$ cat src/rtl/round_ctrl.sv
`default_nettype none
// ============================================================================
//  Module   : round_ctrl
//  Purpose  : Match sequencer for the two-player game. Detects kills on the
//             player health buses, strobes the BCD score counters, holds the
//             respawn freeze and decides between continuing play and ending
//             the match.
//  Revision : 1.0 - initial release
//
//  Parameters
//    WIN_SCORE       kills needed to win (1..99)
//    RESPAWN_FRAMES  frame ticks spent in the respawn freeze (1..255)
//
//  Ports
//    Clk                       in   system clock
//    Reset_n                   in   asynchronous active-low reset
//    frame_tick                in   one-cycle pulse per video frame
//    start                     in   start button level (edge detected here)
//    p1_health, p2_health      in   [9:0] player health, 0 = dead
//    p1_digit_1/2, p2_digit_1/2 in  [3:0] BCD score digits (1 = ones, 2 = tens)
//    score_inc_p1/p2           out  one-cycle increment strobes
//    score_clr                 out  one-cycle clear strobe to both counters
//    respawn                   out  one-cycle health restore strobe
//    freeze                    out  1 = movement and attacks disabled
//    game_state                out  [1:0] 00 IDLE, 01 PLAY, 10 KILLED/SCORE/CHECK, 11 OVER
//    winner                    out  [1:0] 00 none, 01 P1, 10 P2, 11 draw
//
//  Build option
//    ROUND_CTRL_TIE_BREAK_EN   when defined, equal scores never end the match
//                              and a draw (winner = 11) is never reported.
// ============================================================================
module round_ctrl #(
  parameter int WIN_SCORE      = 10,
  parameter int RESPAWN_FRAMES = 120
) (
  input  logic       Clk,
  input  logic       Reset_n,
  input  logic       frame_tick,
  input  logic       start,
  input  logic [9:0] p1_health,
  input  logic [9:0] p2_health,
  input  logic [3:0] p1_digit_1,
  input  logic [3:0] p1_digit_2,
  input  logic [3:0] p2_digit_1,
  input  logic [3:0] p2_digit_2,
  output logic       score_inc_p1,
  output logic       score_inc_p2,
  output logic       score_clr,
  output logic       respawn,
  output logic       freeze,
  output logic [1:0] game_state,
  output logic [1:0] winner
);

  typedef enum logic [2:0] {
    S_IDLE   = 3'd0,
    S_PLAY   = 3'd1,
    S_SCORE  = 3'd2,
    S_CHECK  = 3'd3,
    S_KILLED = 3'd4,
    S_OVER   = 3'd5
  } state_t;

  localparam logic [1:0] GS_IDLE   = 2'b00;
  localparam logic [1:0] GS_PLAY   = 2'b01;
  localparam logic [1:0] GS_ROUND  = 2'b10;
  localparam logic [1:0] GS_OVER   = 2'b11;

  localparam logic [1:0] WIN_NONE  = 2'b00;
  localparam logic [1:0] WIN_P1    = 2'b01;
  localparam logic [1:0] WIN_P2    = 2'b10;

  localparam logic [7:0] C_WIN     = 8'(WIN_SCORE);
  localparam logic [7:0] C_RESPAWN = 8'(RESPAWN_FRAMES);

  // Tens digit can legally only reach 9, but the 8-bit result keeps
  // malformed BCD (up to 165) from wrapping into a small value.
  function automatic logic [7:0] bcd_value(input logic [3:0] tens,
                                           input logic [3:0] ones);
    return ({4'd0, tens} * 8'd10) + {4'd0, ones};
  endfunction

  state_t     state_q, state_d;
  logic [7:0] countdown_q, countdown_d;
  logic       p1_armed_q, p1_armed_d;
  logic       p2_armed_q, p2_armed_d;
  logic       start_q, start_d;
  logic       score_inc_p1_q, score_inc_p1_d;
  logic       score_inc_p2_q, score_inc_p2_d;
  logic       score_clr_q, score_clr_d;
  logic       respawn_q, respawn_d;
  logic       freeze_q, freeze_d;
  logic [1:0] game_state_q, game_state_d;
  logic [1:0] winner_q, winner_d;

  logic       start_rise;
  logic       p1_dead, p2_dead;
  logic       kill_p1, kill_p2;
  logic [7:0] s1, s2;
  logic       p1_hit, p2_hit;
  logic       declare_win;
  logic [1:0] win_sel;

  assign start_rise = start & ~start_q;
  assign p1_dead    = (p1_health == 10'd0);
  assign p2_dead    = (p2_health == 10'd0);
  // kill_pN means player N died; the opponent gets the point.
  assign kill_p1    = (state_q == S_PLAY) & p1_dead & p1_armed_q;
  assign kill_p2    = (state_q == S_PLAY) & p2_dead & p2_armed_q;

  assign s1     = bcd_value(p1_digit_2, p1_digit_1);
  assign s2     = bcd_value(p2_digit_2, p2_digit_1);
  assign p1_hit = (s1 >= C_WIN);
  assign p2_hit = (s2 >= C_WIN);

`ifdef ROUND_CTRL_TIE_BREAK_EN
  // A tie at or above the target keeps the match running until one
  // player pulls ahead.
  assign declare_win = (p1_hit | p2_hit) & (s1 != s2);
  assign win_sel     = (s1 > s2) ? WIN_P1 : WIN_P2;
`else
  assign declare_win = p1_hit | p2_hit;
  assign win_sel     = {p2_hit, p1_hit};
`endif

  always_comb begin
    state_d        = state_q;
    countdown_d    = countdown_q;
    winner_d       = winner_q;
    start_d        = start;
    score_inc_p1_d = 1'b0;
    score_inc_p2_d = 1'b0;
    score_clr_d    = 1'b0;
    respawn_d      = 1'b0;

    // Arming on live health means a body lying at 0 is never re-counted.
    p1_armed_d = p1_armed_q;
    if (!p1_dead)     p1_armed_d = 1'b1;
    else if (kill_p1) p1_armed_d = 1'b0;

    p2_armed_d = p2_armed_q;
    if (!p2_dead)     p2_armed_d = 1'b1;
    else if (kill_p2) p2_armed_d = 1'b0;

    case (state_q)
      S_IDLE, S_OVER: begin
        if (start_rise) begin
          score_clr_d = 1'b1;
          respawn_d   = 1'b1;
          winner_d    = WIN_NONE;
          state_d     = S_PLAY;
        end
      end
      S_PLAY: begin
        if (kill_p1 || kill_p2) begin
          score_inc_p1_d = kill_p2;
          score_inc_p2_d = kill_p1;
          state_d        = S_SCORE;
        end
      end
      S_SCORE: begin
        // Counters update on this edge; their digits are read in CHECK.
        state_d = S_CHECK;
      end
      S_CHECK: begin
        if (declare_win) begin
          winner_d = win_sel;
          state_d  = S_OVER;
        end else begin
          countdown_d = C_RESPAWN;
          state_d     = S_KILLED;
        end
      end
      S_KILLED: begin
        if (frame_tick) begin
          if (countdown_q == 8'd1) begin
            countdown_d = 8'd0;
            respawn_d   = 1'b1;
            state_d     = S_PLAY;
          end else begin
            countdown_d = countdown_q - 8'd1;
          end
        end
      end
      default: state_d = S_IDLE;
    endcase

    // Status outputs follow the next state so they change on the same
    // edge as the state itself.
    case (state_d)
      S_IDLE:  begin game_state_d = GS_IDLE;  freeze_d = 1'b1; end
      S_PLAY:  begin game_state_d = GS_PLAY;  freeze_d = 1'b0; end
      S_OVER:  begin game_state_d = GS_OVER;  freeze_d = 1'b1; end
      default: begin game_state_d = GS_ROUND; freeze_d = 1'b1; end
    endcase
  end

  always_ff @(posedge Clk or negedge Reset_n) begin
    if (!Reset_n) begin
      state_q        <= S_IDLE;
      countdown_q    <= 8'd0;
      p1_armed_q     <= 1'b0;
      p2_armed_q     <= 1'b0;
      start_q        <= 1'b0;
      score_inc_p1_q <= 1'b0;
      score_inc_p2_q <= 1'b0;
      score_clr_q    <= 1'b0;
      respawn_q      <= 1'b0;
      freeze_q       <= 1'b1;
      game_state_q   <= GS_IDLE;
      winner_q       <= WIN_NONE;
    end else begin
      state_q        <= state_d;
      countdown_q    <= countdown_d;
      p1_armed_q     <= p1_armed_d;
      p2_armed_q     <= p2_armed_d;
      start_q        <= start_d;
      score_inc_p1_q <= score_inc_p1_d;
      score_inc_p2_q <= score_inc_p2_d;
      score_clr_q    <= score_clr_d;
      respawn_q      <= respawn_d;
      freeze_q       <= freeze_d;
      game_state_q   <= game_state_d;
      winner_q       <= winner_d;
    end
  end

  assign score_inc_p1 = score_inc_p1_q;
  assign score_inc_p2 = score_inc_p2_q;
  assign score_clr    = score_clr_q;
  assign respawn      = respawn_q;
  assign freeze       = freeze_q;
  assign game_state   = game_state_q;
  assign winner       = winner_q;

endmodule
`default_nettype wire

$ cat config.mk
export PLATFORM = sky130hd
export DESIGN_NAME = round_ctrl
export DESIGN_NICKNAME = d
export VERILOG_FILES = /design/src/rtl/round_ctrl.sv
export SDC_FILE = /design/constraint.sdc
export NUM_CORES = 1
export LEC_CHECK = 0
export BUFFER_PORTS_ARGS = -buffer_cell sky130_fd_sc_hd__buf_2
export CORE_MARGIN = 2
export CORE_UTILIZATION = 52
export CTS_CLUSTER_SIZE = 14
export DETAILED_ROUTE_END_ITERATION = 7
export GPL_TIMING_DRIVEN = 0
export PLACE_DENSITY = 0.8
export SYNTH_ARGS = -nofsm -noshare
export SYNTH_HDL_FRONTEND = slang
export SYNTH_SLANG_ARGS = --single-unit
$ cat constraint.sdc
create_clock -name Clk -period 2.8 [get_ports Clk]
set_input_delay 0 -clock Clk [delete_from_list [all_inputs] [get_ports Clk]]
set_output_delay 0 -clock Clk [all_outputs]
set_load 0.01 [all_outputs]
== Word level (Yosys, flattened, before mapping) ==
Index checks and enable logic that the tools add are counted.
Cells by class
  add/subtract/negate cells: 3
  $mul: 2
  div/mod/pow operators: 0
  $lt $le $gt $ge: 2
  equal/unequal tests: 14
  shift-type cells: 0
  multiplexer cells: 28
  bitwise logic cells: 7
  reduce and logical (&&, ||, !) cells: 10
Operators with widths (number)
  $mux W8: 3
  $logic_not A10 Y1: 2
  $add A8 B4 Y8: 2
  $ge A8 B4 Y1 const B: 2
  $pmux W8 S2: 1
  $pmux W3 S5: 1
  $mul A4 B3 Y7 const B: 2
  $mux W1: 14
  $mux W3: 4
  $eq A3 B3 Y1 const B: 3
  $eq A8 B1 Y1 const B: 1
  $ne A2 B2 Y1 const B: 4
  $sub A8 B1 Y8 const B: 1
  $eq A3 B1 Y1 const B: 2
  $eq A3 B2 Y1 const B: 2
  $logic_not A3 Y1: 2
  $pmux W2 S3: 1
  $reduce_and A3 Y1: 2
  $and A1 B1 Y1: 5
  $mux W2: 2
  $ne A2 B1 Y1 const B: 2
  $pmux W2 S2: 1
  $reduce_bool A2 Y1: 2
  $pmux W1 S2: 1
  4 further kinds: 4
Word-level totals
  register bits after elaboration: 23
  latch bits: 0
  memory bits (writable): 0
  ROM bits: 0
  bits of input ports: 40
  output and inout port bits: 9
  logic and storage cells: 78
  memories kept: 0

== Logic depth before layout (Yosys ltp) ==
Gate-level depths: netlist (run 1).
  word-level depth: 8
  depth in mapped cells: 9

== Worst setup path after synthesis (run 1) ==
No wires, ideal clock.
  kind: input to register
  from: input port p2_digit_2[1]
  to: register countdown_q[4]
  setup time: 0.121 ns
  data arrival time: 2.563 ns
  required time: 2.679 ns
  setup slack: 0.116 ns
  stages on the path: 8
  cells stage by stage: ha_1 -> ha_1 -> fa_1 -> a311oi_1 -> or4_4 -> o31a_1 -> or4_1 -> a22o_1
On the way
  word-level cells in the longest chain between the ends: 6
Ends and longest elaborated chain
  from (decl): RTL line 45  | input logic [3:0] p2_digit_2,
  $mul A4 B3 Y7: RTL line 80  | return ({4'd0, tens} * 8'd10) + {4'd0, ones};
  $add A8 B4 Y8: RTL line 80
  $ge A8 B4 Y1: RTL line 114  | assign p2_hit = (s2 >= C_WIN);
  $or A1 B1 Y1: RTL line 122  | assign declare_win = p1_hit | p2_hit;
  $ne A2 B2 Y1 (no line)
  $reduce_and A3 Y1 (no line)
  to (signal assigned): RTL line 214  | countdown_q <= countdown_d;
  to (decl): RTL line 84  | logic [7:0] countdown_q, countdown_d;
Every way passes these cells.
A chain may end at the register's enable or synchronous reset.

== Worst setup path in the final report (run 1) ==
Ends and elaborated chain as after synthesis.

==> reports/qor.txt, run 1 <==
Outcome: finished clean
Crit path launch type: input pin
CTS tree: done
Final design utilization: 69.9%
Reg-to-reg startpoint: state_q[0]$_DFF_PN0_
Dominant synthesized flop cell: dfrtp_1
Initial antenna violation count: 0
Antenna diode count: 0
Seq/Total Area, Yosys: 34.1%
Global-route usage over all layers: 25.1%
Die area: 3730 um^2
Most frequent cells in the layout: buf_2 (47), dfrtp_1 (22), ha_1 (18)
Drt wl/cell: 14.0 um
Drc violations: 0
Clock Path Buffers: 2
Port-buffer cells: 46
Layout area overhead: 27.1%
Total power: 0.906 mW
Grt total ovfl: 0
Fmax: 391 MHz
WP data arrival: 2.80 ns
Largest net degree at the start of global routing: 24
Critical path fanouts, max: 5
Synthesized instance count: 183
Core area: 3080 um^2
Die width: 61.1 um
Starting Density: 55.0%
CP Capture Type: flip-flop
Yosys top cell area share: 32.5%
Vias in the first global route: 1595
Post-CTS Repair Setup Buffers: 0
Worst hold start: frame_tick
First drt pass iteration count: 4
WP data required: 3.04 ns
Worst-path cell chain: buf_2, ha_1, ha_1, fa_1, a311oi_1, or4_4, o31a_1, or4_1, a22o_1
Syn avg cell area: 9.25 um^2
Maxcap violations: 0
Post-DRT Antenna Nets: 0
Crit-path most repeated cell: ha_1
Final setup violation count: 0
IO Count: 49
Area leader, netlist: dfrtp_1
P_leak: 1.04 nW
CTS root buf: clkbuf_4
Post-Route Setup TNS: 0 ns
Initial DRC count: 127
Die height: 61.1 um
Vias/cell: 5.60
Total number of vias: 1631
Syn Std Cell Area: 1690 um^2
Post-placement setup slack: -0.198 ns
Unrepaired setup endpoints after global routing: no
Delay-heaviest family, CP: adder cells
Layout cells sized above 1: 23.1%
Std cell rows: 20
Yosys cell types: 46
Asr flop ratio synth: 100%
HP Class: input pin to flip-flop
Post-synth EDFFs: 0
DP Wirelength: 2950 um
Yosys warns: 0
Worst path bufs/invs: 1
Global-route wire length before repair: 7020 um
Final WS setup: 0.241 ns
Crit share post-route: 91.4%
Clk Latency, worst-skew pair: 0.33 ns
Synthesis-stage register bit count: 23
Max-slew violation count: 0
CP Launch Point: p2_digit_2[1]
Syn_nets: 245
Total Routed Length: 4070 um
Main area contributors after synthesis: dfrtp_1 (33%), ha_1 (13%), fa_1 (4.7%)
Placer Congestion: 0.828
Crit-path slowest cell: fa_1
Final Hold Viols: 0
Crit path kind: input pin to flip-flop
Final Critical Period: 2.56 ns
TritonCTS Buffers: 3
Commonest non-fill, non-tap cell in the layout: buf_2
Relative slew margins: 46.9%
Crit-path max cell delay: 0.57 ns
Final #Nets: 310
Number of H-tree levels: 1
Power density cells: 421 nW/um^2
Worst Tran Pin Value: 0.785 ns
Clk_skew: 0.0103 ns
Clock-pin slew on the worst setup and hold paths: 0.13 ns
Clock sinks: 23
Max IR drop VDD: 0.426 mV
[cell usage after synthesis, types with 2 or more instances]
library cell and number:
ha_1 18, a21oi_1 10, dfrtp_1 22, nor2_1 15
o21ai_0 6, xor2_1 2, nor3_1 3, a31oi_1 6
nor4_1 5, o31ai_1 4, clkbuf_1 3, nand2b_1 5
o22ai_1 2, fa_1 4, or3_1 5, inv_1 14
nor4b_1 2, nor2b_1 5, nand2_1 12, o211ai_1 3
nand4_1 5, a21o_1 3, a22o_1 4, o21a_1 2
a211oi_1 2
[final timing paths]
check | slack [ns] | end | cells past startpoint
setup reg to reg | 0.54 | countdown_q[4]$_DFFE_PN0P_ | 6
hold / removal | 0.05 | respawn$_DFF_PN0_ | 3
max in group asynchronous | 2.27 | freeze$_DFF_PN1_ | 2
min in group asynchronous | 0.16 | p2_armed_q$_DFFE_PN0P_ | 2
hold reg to reg | 0.51 | countdown_q[7]$_DFFE_PN0P_ | 1
setup / recovery | 0.24 | countdown_q[4]$_DFFE_PN0P_ | 9
[state kept, by name, indices dropped and copies added (netlist names)]
| signal | count |
|---|---|
| countdown_q | 8 |
| score_clr | 1 |
| game_state | 2 |
| p2_armed_q | 1 |
| respawn | 1 |
| start_q | 1 |
| score_inc_p2 | 1 |
| freeze | 1 |
| p1_armed_q | 1 |
| score_inc_p1 | 1 |
| winner | 2 |
| state_q | 3 |
[cell type report]
class | count | area [um^2]
Multi-Input combinational cell | 142 | 1050
Fill cell | 264 | 927
Sequential cell | 23 | 577
Timing Repair Buffer | 60 | 370
Tap cell | 44 | 55.1
Inverter | 14 | 52.6
Clock buffer | 3 | 22.5
Buffer | 4 | 16.3
Clock inverter | 1 | 5.00
[stage by stage]
stage / instances / hold WS (ns) / cell area, um^2
3_5_place_dp: 273 / -0.00393 / 1980
3_3_place_gp: 273 / -0.0103 / 1980
2_1_floorplan: 183 / -0.296 / 1690
6_report: 291 / 0.0490 / 2150
4_1_cts: 291 / 0.0249 / 2150
5_1_grt: 291 / 0.0703 / 2150
[worst reg2reg max path, cell delays in order (launching register included)]
cell	delay [ns]
dfrtp_1	0.38
clkbuf_1	0.21
nor3b_2	0.58
nand2_1	0.21
o31a_1	0.16
or4_1	0.46
a22o_1	0.18
[cell families after synthesis]
group,after synthesis,share of synthesized area [%]
AO/OA/AOI/OAI,50,20.2
XOR/XNOR,3,1.55
adder cells (fa/ha/maj),22,18.0
buffers and inverters,18,4.06
flip-flops,23,34.1
AND/OR/NAND/NOR,67,22.1
[report_power, final]
part	internal, mW	switching [mW]
sequential	0.376	0.0211
clock	0.0538	0.107
combinational	0.152	0.196
total	0.583	0.324
[per-layer routing]
layer,vias to the layer above,global-route usage [%],share of wire (%),routed length [um]
li1,807,-,-,-
met1,770,32.1,43,1750
met2,45,44.2,51,2090
met3,9,3.99,4.0,164
met4,0,6.21,1.7,70
met5,-,0,0,0
[what timing repair did]
action / 4_1_cts / 5_1_grt
endpoints found under the hold margin: 28 / 0
hold buffers: 14 / 0
gates resized for setup: 0 / 1
endpoints found under the setup margin: 0 / 2
(Power assumes the default switching activity.)
==> inputs of run 2 (changes only) <==
- CORE_UTILIZATION: 52 -> 47
- PLACE_DENSITY: 0.8 -> 0.76
- clock period: 2.8 -> 2.2 ns (I/O delays scaled with it)
==> run 2 against run 1 <==
Against the previous run: the flow now finishes with violations (negative setup slack); register-to-register slack got worse by 0.55 ns; wire length rose by 4.9%; cell area rose by 8.9%; via count rose by 2.6%; die area rose by 9.9%; non-clock buffer count rose by 7; cell count rose by 3.1%; clock skew fell by 0.0078 ns; critical endpoint unchanged; highest routed layer unchanged.
==> reports/qor.txt, run 2 (synthesized netlist as in run 1, its figures left out) <==
Commonest non-fill, non-tap cell in the layout: buf_2 (unchanged)
Worst path bufs/invs: 1 (unchanged)
Placer Congestion: 0.852 (was 0.828)
Most frequent cells in the layout: buf_2 (45), dfrtp_1 (22), inv_1 (14), nor2_1 (14), dlygate4sd3_1 (14) (was buf_2 (47), dfrtp_1 (22), ha_1 (18))
Global-route wire length before repair: 7300 um (was 7020 um)
Crit path launch type: input pin (unchanged)
Unrepaired setup endpoints after global routing: yes (was no)
Failing checks: negative setup slack
Clk_skew: 0.00256 ns (was 0.0103 ns)
Worst Setup EP: countdown_q[4]$_DFFE_PN0P_ (unchanged)
Post-Route Setup TNS: -0.803 ns (was 0 ns)
Starting Density: 49.9% (was 55.0%)
CTS tree: done (unchanged)
Delay-heaviest family, CP: adder cells (unchanged)
Vias in the first global route: 1674 (was 1595)
Biggest register: countdown_q (unchanged)
Layout cells sized above 1: 32.7% (was 23.1%)
Number of H-tree levels: 1 (unchanged)
Drt wl/cell: 14.2 um (was 14.0 um)
Outcome: finished, violations left (was finished clean)
Worst Tran Pin Value: 0.578 ns (was 0.785 ns)
Post-DRT Antenna Nets: 0 (unchanged)
Total Routed Length: 4270 um (was 4070 um)
Layout area overhead: 38.4% (was 27.1%)
Port-buffer cells: 46 (unchanged)
Power density cells: 508 nW/um^2 (was 421 nW/um^2)
Die width: 64.0 um (was 61.1 um)
R2r setup slk: -0.01 ns (was 0.54 ns)
Final Hold Viols: 0 (unchanged)
Worst-path cell chain: buf_8, ha_4, ha_4, fa_2, a311oi_2, or4_4, o31a_1, or4_1, a22o_1 (was buf_2, ha_1, ha_1, fa_1, a311oi_1, or4_4, o31a_1, or4_1, a22o_1)
Crit path kind: input pin to flip-flop (unchanged)
P_leak: 1.09 nW (was 1.04 nW)
Fmax: 417 MHz
CP Launch Point: p2_digit_2[3] (was p2_digit_2[1])
Critical path fanouts, max: 4 (was 5)
First drt pass iteration count: 4 (unchanged)
WP data required: 2.40 ns (was 3.04 ns)
IO Count: 49 (unchanged)
Grt total ovfl: 0 (unchanged)
Initial DRC count: 75 (was 127)
Vias/cell: 5.58 (was 5.60)
Relative slew margins: 61.3% (was 46.9%)
Final setup violation count: 10 (was 0)
Die height: 64.0 um (was 61.1 um)
Core area: 3390 um^2 (was 3080 um^2)
Largest register FFs: 8 (unchanged)
Final #Nets: 317 (was 310)
Final Critical Period: 2.40 ns
Crit share post-route: 109%
Reg-to-reg startpoint: state_q[1]$_DFF_PN0_ (was state_q[0]$_DFF_PN0_)
Total number of vias: 1674 (was 1631)
WP data arrival: 2.60 ns (was 2.80 ns)
CP Capture Type: flip-flop (unchanged)
Global-route usage over all layers: 22.4% (was 25.1%)
Final design utilization: 69.1% (was 69.9%)
Initial antenna violation count: 0 (unchanged)
Die area: 4100 um^2 (was 3730 um^2)
Clk Latency, worst-skew pair: 0.30 ns (was 0.33 ns)
Worst path depth: 9 (unchanged)
CTS root buf: clkbuf_4 (unchanged)
Std cell rows: 21 (was 20)
Maxcap violations: 0 (unchanged)
HP Class: input pin to flip-flop (unchanged)
Drc violations: 0 (unchanged)
Crit-path most repeated cell: ha_4 (was ha_1)
Max IR drop VDD: 0.195 mV (was 0.426 mV)
Crit-path max cell delay: 0.58 ns (was 0.57 ns)
Final WS setup: -0.196 ns (was 0.241 ns)
Max-slew violation count: 0 (unchanged)
Clock sinks: 23 (unchanged)
DP Wirelength: 3060 um (was 2950 um)
R2R Path End: countdown_q[4]$_DFFE_PN0P_ (unchanged)
Register-to-Register Path Depth: 8 (was 6)
Antenna diode count: 0 (unchanged)
Worst hold start: frame_tick (unchanged)
Crit-path slowest cell: fa_2 (was fa_1)
Clock-pin slew on the worst setup and hold paths: 0.12 ns (was 0.13 ns)
Largest regs: countdown_q (8), state_q (3) (unchanged)
TritonCTS Buffers: 3 (unchanged)
Largest net degree at the start of global routing: 24 (unchanged)
Clock Path Buffers: 2 (unchanged)
-- run 2: timing repair --
| action | in CTS | in global routing |
|---|---|---|
| hold endpoints to repair | 27 | 0 |
| endpoints found under the setup margin | 11 | 16 |
| pin swaps | 12 | 4 |
| hold buffers | 14 | 0 |
| gates resized for setup | 15 | 11 |
| buffers inserted | 7 | 1 |
-- run 2: power breakdown --
part	internal (mW)	switching, mW
Clock	0.0707	0.119
Sequential	0.479	0.0505
Combinational	0.230	0.242
-- run 2: layout make-up --
cell class | instances | area, um^2
multi-input cells | 142 | 1170
fillers | 284 | 1050
flip-flops and latches | 23 | 577
repair buffers | 68 | 447
well taps | 46 | 57.6
inverters | 14 | 52.6
clock buffers | 4 | 26.3
plain buffers | 3 | 12.5
-- run 2: metal layers --
layer,GRT usage (%),vias to the layer above,part of all wire (%)
li1,-,823,-
met1,27.6,781,43
met2,39.6,60,51
met3,2.29,10,4.4
met4,9.24,0,1.8
met5,0,-,0
-- run 2: worst register-to-register path: cells and delay by family (launching register included) --
kind | cells | cell delay, ns
compound gates | 4 | 0.64
buf+inv | 2 | 0.36
flops | 1 | 0.38
simple gates | 2 | 0.73
-- run 2: how the worst min path moves through the flow --
stage / end / cells after the start
2_1_floorplan: countdown_q[0]$_DFFE_PN0P_ / 0
3_3_place_gp: game_state[0]$_DFF_PN0_ / 1
3_5_place_dp: game_state[1]$_DFF_PN0_ / 1
4_1_cts: respawn$_DFF_PN0_ / 3
5_1_grt: respawn$_DFF_PN0_ / 3
6_report: respawn$_DFF_PN0_ / 3
-- run 2: stage by stage --
stage	hold WS (ns)	instances	cell area (um^2)	power, mW	setup WS (ns)
CTS	0.0502	300	2280	1.17	-0.190
finish	0.0702	300	2340	1.19	-0.196
global placement	0.00170	275	2010	0.925	-0.702
global route	0.0399	300	2340	1.29	-0.216
floorplan	-0.296	183	1720	0.800	-0.371
detailed placement	0.00226	275	2010	0.942	-0.766
==> inputs of run 3 (changes only) <==
- CORE_MARGIN: 2 -> 1
==> run 3 against run 2 <==
Against the previous run: the flow still finishes with violations (negative setup slack); global-route usage shrank 0.80 points; sequential share of layout area rose by 0.20 points; critical path depth grew 1; via count decreased by 0.42%; clock skew up 0.0011 ns; total power down 1.2%; first-iteration DRC count is 17% lower; setup slack worse by 0.0021 ns; largest power group unchanged.
==> reports/qor.txt, run 3 (synthesized netlist as in run 1, its figures left out) <==
WP data required: 2.41 ns (was 2.40 ns)
Commonest non-fill, non-tap cell in the layout: buf_2 (unchanged)
Largest register FFs: 8 (unchanged)
Worst Hold Path EP: respawn$_DFF_PN0_ (unchanged)
Vias in the first global route: 1471 (was 1674)
Die width: 62.0 um (was 64.0 um)
Clk Latency, worst-skew pair: 0.31 ns (was 0.30 ns)
Max-slew violation count: 0 (unchanged)
Crit-path max cell delay: 0.53 ns (was 0.58 ns)
Reg-to-reg startpoint: state_q[0]$_DFF_PN0_ (was state_q[1]$_DFF_PN0_)
IO Count: 49 (unchanged)
Post-DRT Antenna Nets: 0 (unchanged)
Clock power frac: 17.1% (was 15.9%)
CP Capture Type: flip-flop (unchanged)
Most frequent cells in the layout: buf_2 (43), dfrtp_1 (22), inv_1 (14), nor2_1 (14), dlygate4sd3_1 (14) (was buf_2 (45), dfrtp_1 (22), inv_1 (14), nor2_1 (14), dlygate4sd3_1 (14))
TritonCTS Buffers: 3 (unchanged)
Post-placement setup slack: -0.742 ns (was -0.766 ns)
Port-buffer cells: 46 (unchanged)
Fmax: 417 MHz (about the same)
Core area: 3390 um^2 (unchanged)
Non-Filler Instances: 297 (was 300)
Post-Route Setup TNS: -0.661 ns (was -0.803 ns)
Total power: 1.18 mW (was 1.19 mW)
First drt pass iteration count: 4 (unchanged)
Global-route wire length before repair: 6120 um (was 7300 um)
Total number of vias: 1667 (was 1674)
Critical path fanouts, max: 5 (was 4)
WHS: 0.0324 ns (was 0.0702 ns)
Largest regs: countdown_q (8), state_q (3) (unchanged)
Hold Crit Depth: 3 (unchanged)
Final setup violation count: 10 (unchanged)
Drc violations: 0 (unchanged)
Layout cells sized above 1: 30.3% (was 32.7%)
DP Wirelength: 2840 um (was 3060 um)
Clock sinks: 23 (unchanged)
Clock-pin slew on the worst setup and hold paths: 0.13 ns (was 0.12 ns)
Final WS setup: -0.198 ns (was -0.196 ns)
Crit share post-route: 109% (about the same)
Initial antenna violation count: 0 (unchanged)
P_leak: 1.08 nW (was 1.09 nW)
Placer Congestion: 0.876 (was 0.852)
Final Hold Viols: 0 (unchanged)
Crit path kind: input pin to flip-flop (unchanged)
Register-to-Register Path Depth: 7 (was 8)
R2R Path End: countdown_q[4]$_DFFE_PN0P_ (unchanged)
Power density cells: 506 nW/um^2 (was 508 nW/um^2)
Die height: 62.0 um (was 64.0 um)
CTS root buf: clkbuf_4 (unchanged)
Final design utilization: 68.5% (was 69.1%)
Antenna diode count: 0 (unchanged)
Placed Cells: 275 (unchanged)
Final Critical Period: 2.40 ns (about the same)
Sequential share of power: 44.8% (was 44.5%)
Initial DRC count: 62 (was 75)
Switching power: 0.409 mW (was 0.411 mW)
Post-route cell area: 2320 um^2 (was 2340 um^2)
Drt wl/cell: 13.9 um (was 14.2 um)
Cell-internal power: 0.767 mW (was 0.779 mW)
Std cell rows: 21 (unchanged)
Clock Path Buffers: 2 (unchanged)
Sw frac: 34.8% (was 34.5%)
CTS tree: done (unchanged)
Total Routed Length: 4140 um (was 4270 um)
Area after DPL: 2010 um^2 (unchanged)
WP data arrival: 2.61 ns (was 2.60 ns)
Crit-path most repeated cell: ha_4 (unchanged)
Outcome: finished, violations left (unchanged)
Max IR drop VDD: 0.289 mV (was 0.195 mV)
R2r setup slk: 0.04 ns (was -0.01 ns)
Die area: 3850 um^2 (was 4100 um^2)
Unrepaired setup endpoints after global routing: yes (unchanged)
Number of H-tree levels: 1 (unchanged)
Clk_skew: 0.00369 ns (was 0.00256 ns)
Crit path launch type: input pin (unchanged)
Failing checks: negative setup slack (unchanged)
Worst hold start: frame_tick (unchanged)
Final #Nets: 314 (was 317)
Combinational fraction of design power: 38.1% (was 39.6%)
Starting Density: 49.9% (unchanged)
Grt total ovfl: 0 (unchanged)
Vias/cell: 5.61 (was 5.58)
Layout area overhead: 37.3% (was 38.4%)
Maxcap violations: 0 (unchanged)
Crit-path slowest cell: or4_4 (was fa_2)
Worst Tran Pin Value: 0.570 ns (was 0.578 ns)
Worst-path cell chain: buf_8, ha_4, ha_4, fa_2, nor2_1, o22ai_1, or4_4, o31a_1, or4_1, a22o_1 (was buf_8, ha_4, ha_4, fa_2, a311oi_2, or4_4, o31a_1, or4_1, a22o_1)
Largest net degree at the start of global routing: 24 (unchanged)
Relative slew margins: 61.8% (was 61.3%)
Global-route usage over all layers: 21.6% (was 22.4%)
Biggest register: countdown_q (unchanged)
HP Class: input pin to flip-flop (unchanged)
==> run 3: cell count changes in the layout (fill, tap and decap cells not counted), moves of 2 or more <==
cell,change
buf_2,-2
buf_4,-3
buf_6,+2
clkbuf_1,-2
ha_4,+2
o21ai_0,+2
o21ai_2,-2
==> run 3: how the worst max path moves through the flow <==
stage,startpoint,end,slack (ns),cells past startpoint
6_report,p2_digit_2[3],countdown_q[4]$_DFFE_PN0P_,-0.20,10
5_1_grt,p2_digit_2[3],countdown_q[4]$_DFFE_PN0P_,-0.24,10
4_1_cts,p2_digit_2[3],countdown_q[4]$_DFFE_PN0P_,-0.17,10
3_3_place_gp,p2_digit_2[1],countdown_q[3]$_DFFE_PN0P_,-0.70,9
2_1_floorplan,p2_digit_2[1],countdown_q[4]$_DFFE_PN0P_,-0.37,8
3_5_place_dp,p2_digit_2[1],countdown_q[3]$_DFFE_PN0P_,-0.74,9
==> run 3: repair_timing <==
item                                    CTS  global route
endpoints found under the setup margin   11            16
hold buffers                             14             0
gates resized for setup                   8            18
buffers inserted                          2             4
endpoints found under the hold margin    28             0
pin swaps                                10             8
==> run 3: metal layers <==
metal / track usage (%) / vias up / share of wire [%]
met5: 0 / - / 0
met4: 6.03 / 0 / 1.0
met3: 2.69 / 4 / 4.8
met2: 41.2 / 66 / 50
met1: 24.9 / 781 / 44
li1: - / 816 / -
==> run 3: critical path: cells and delay by family <==
family                     cells  cell delay [ns]
and+or+nand+nor                3             1.05
AOI/OAI and AO/OA              3             0.58
buffers and inverters          1             0.10
adders and majority gates      3             0.89
==> run 3: final cells by class <==
type,count,area (um^2)
Sequential cell,23,577
Multi-Input combinational cell,142,1150
Tap cell,46,57.6
Buffer,2,8.76
Clock buffer,3,22.5
Fill cell,273,1070
Clock inverter,1,5.00
Inverter,14,52.6
Timing Repair Buffer,66,452
==> run 3: power groups by stage <==
stage	clock network (mW)	registers, mW	logic (mW)
5_1_grt	0.227	0.539	0.507
6_report	0.202	0.527	0.447
4_1_cts	0.206	0.505	0.447
3_3_place_gp	0	0.513	0.413
3_5_place_dp	0	0.511	0.423
2_1_floorplan	0	0.526	0.274
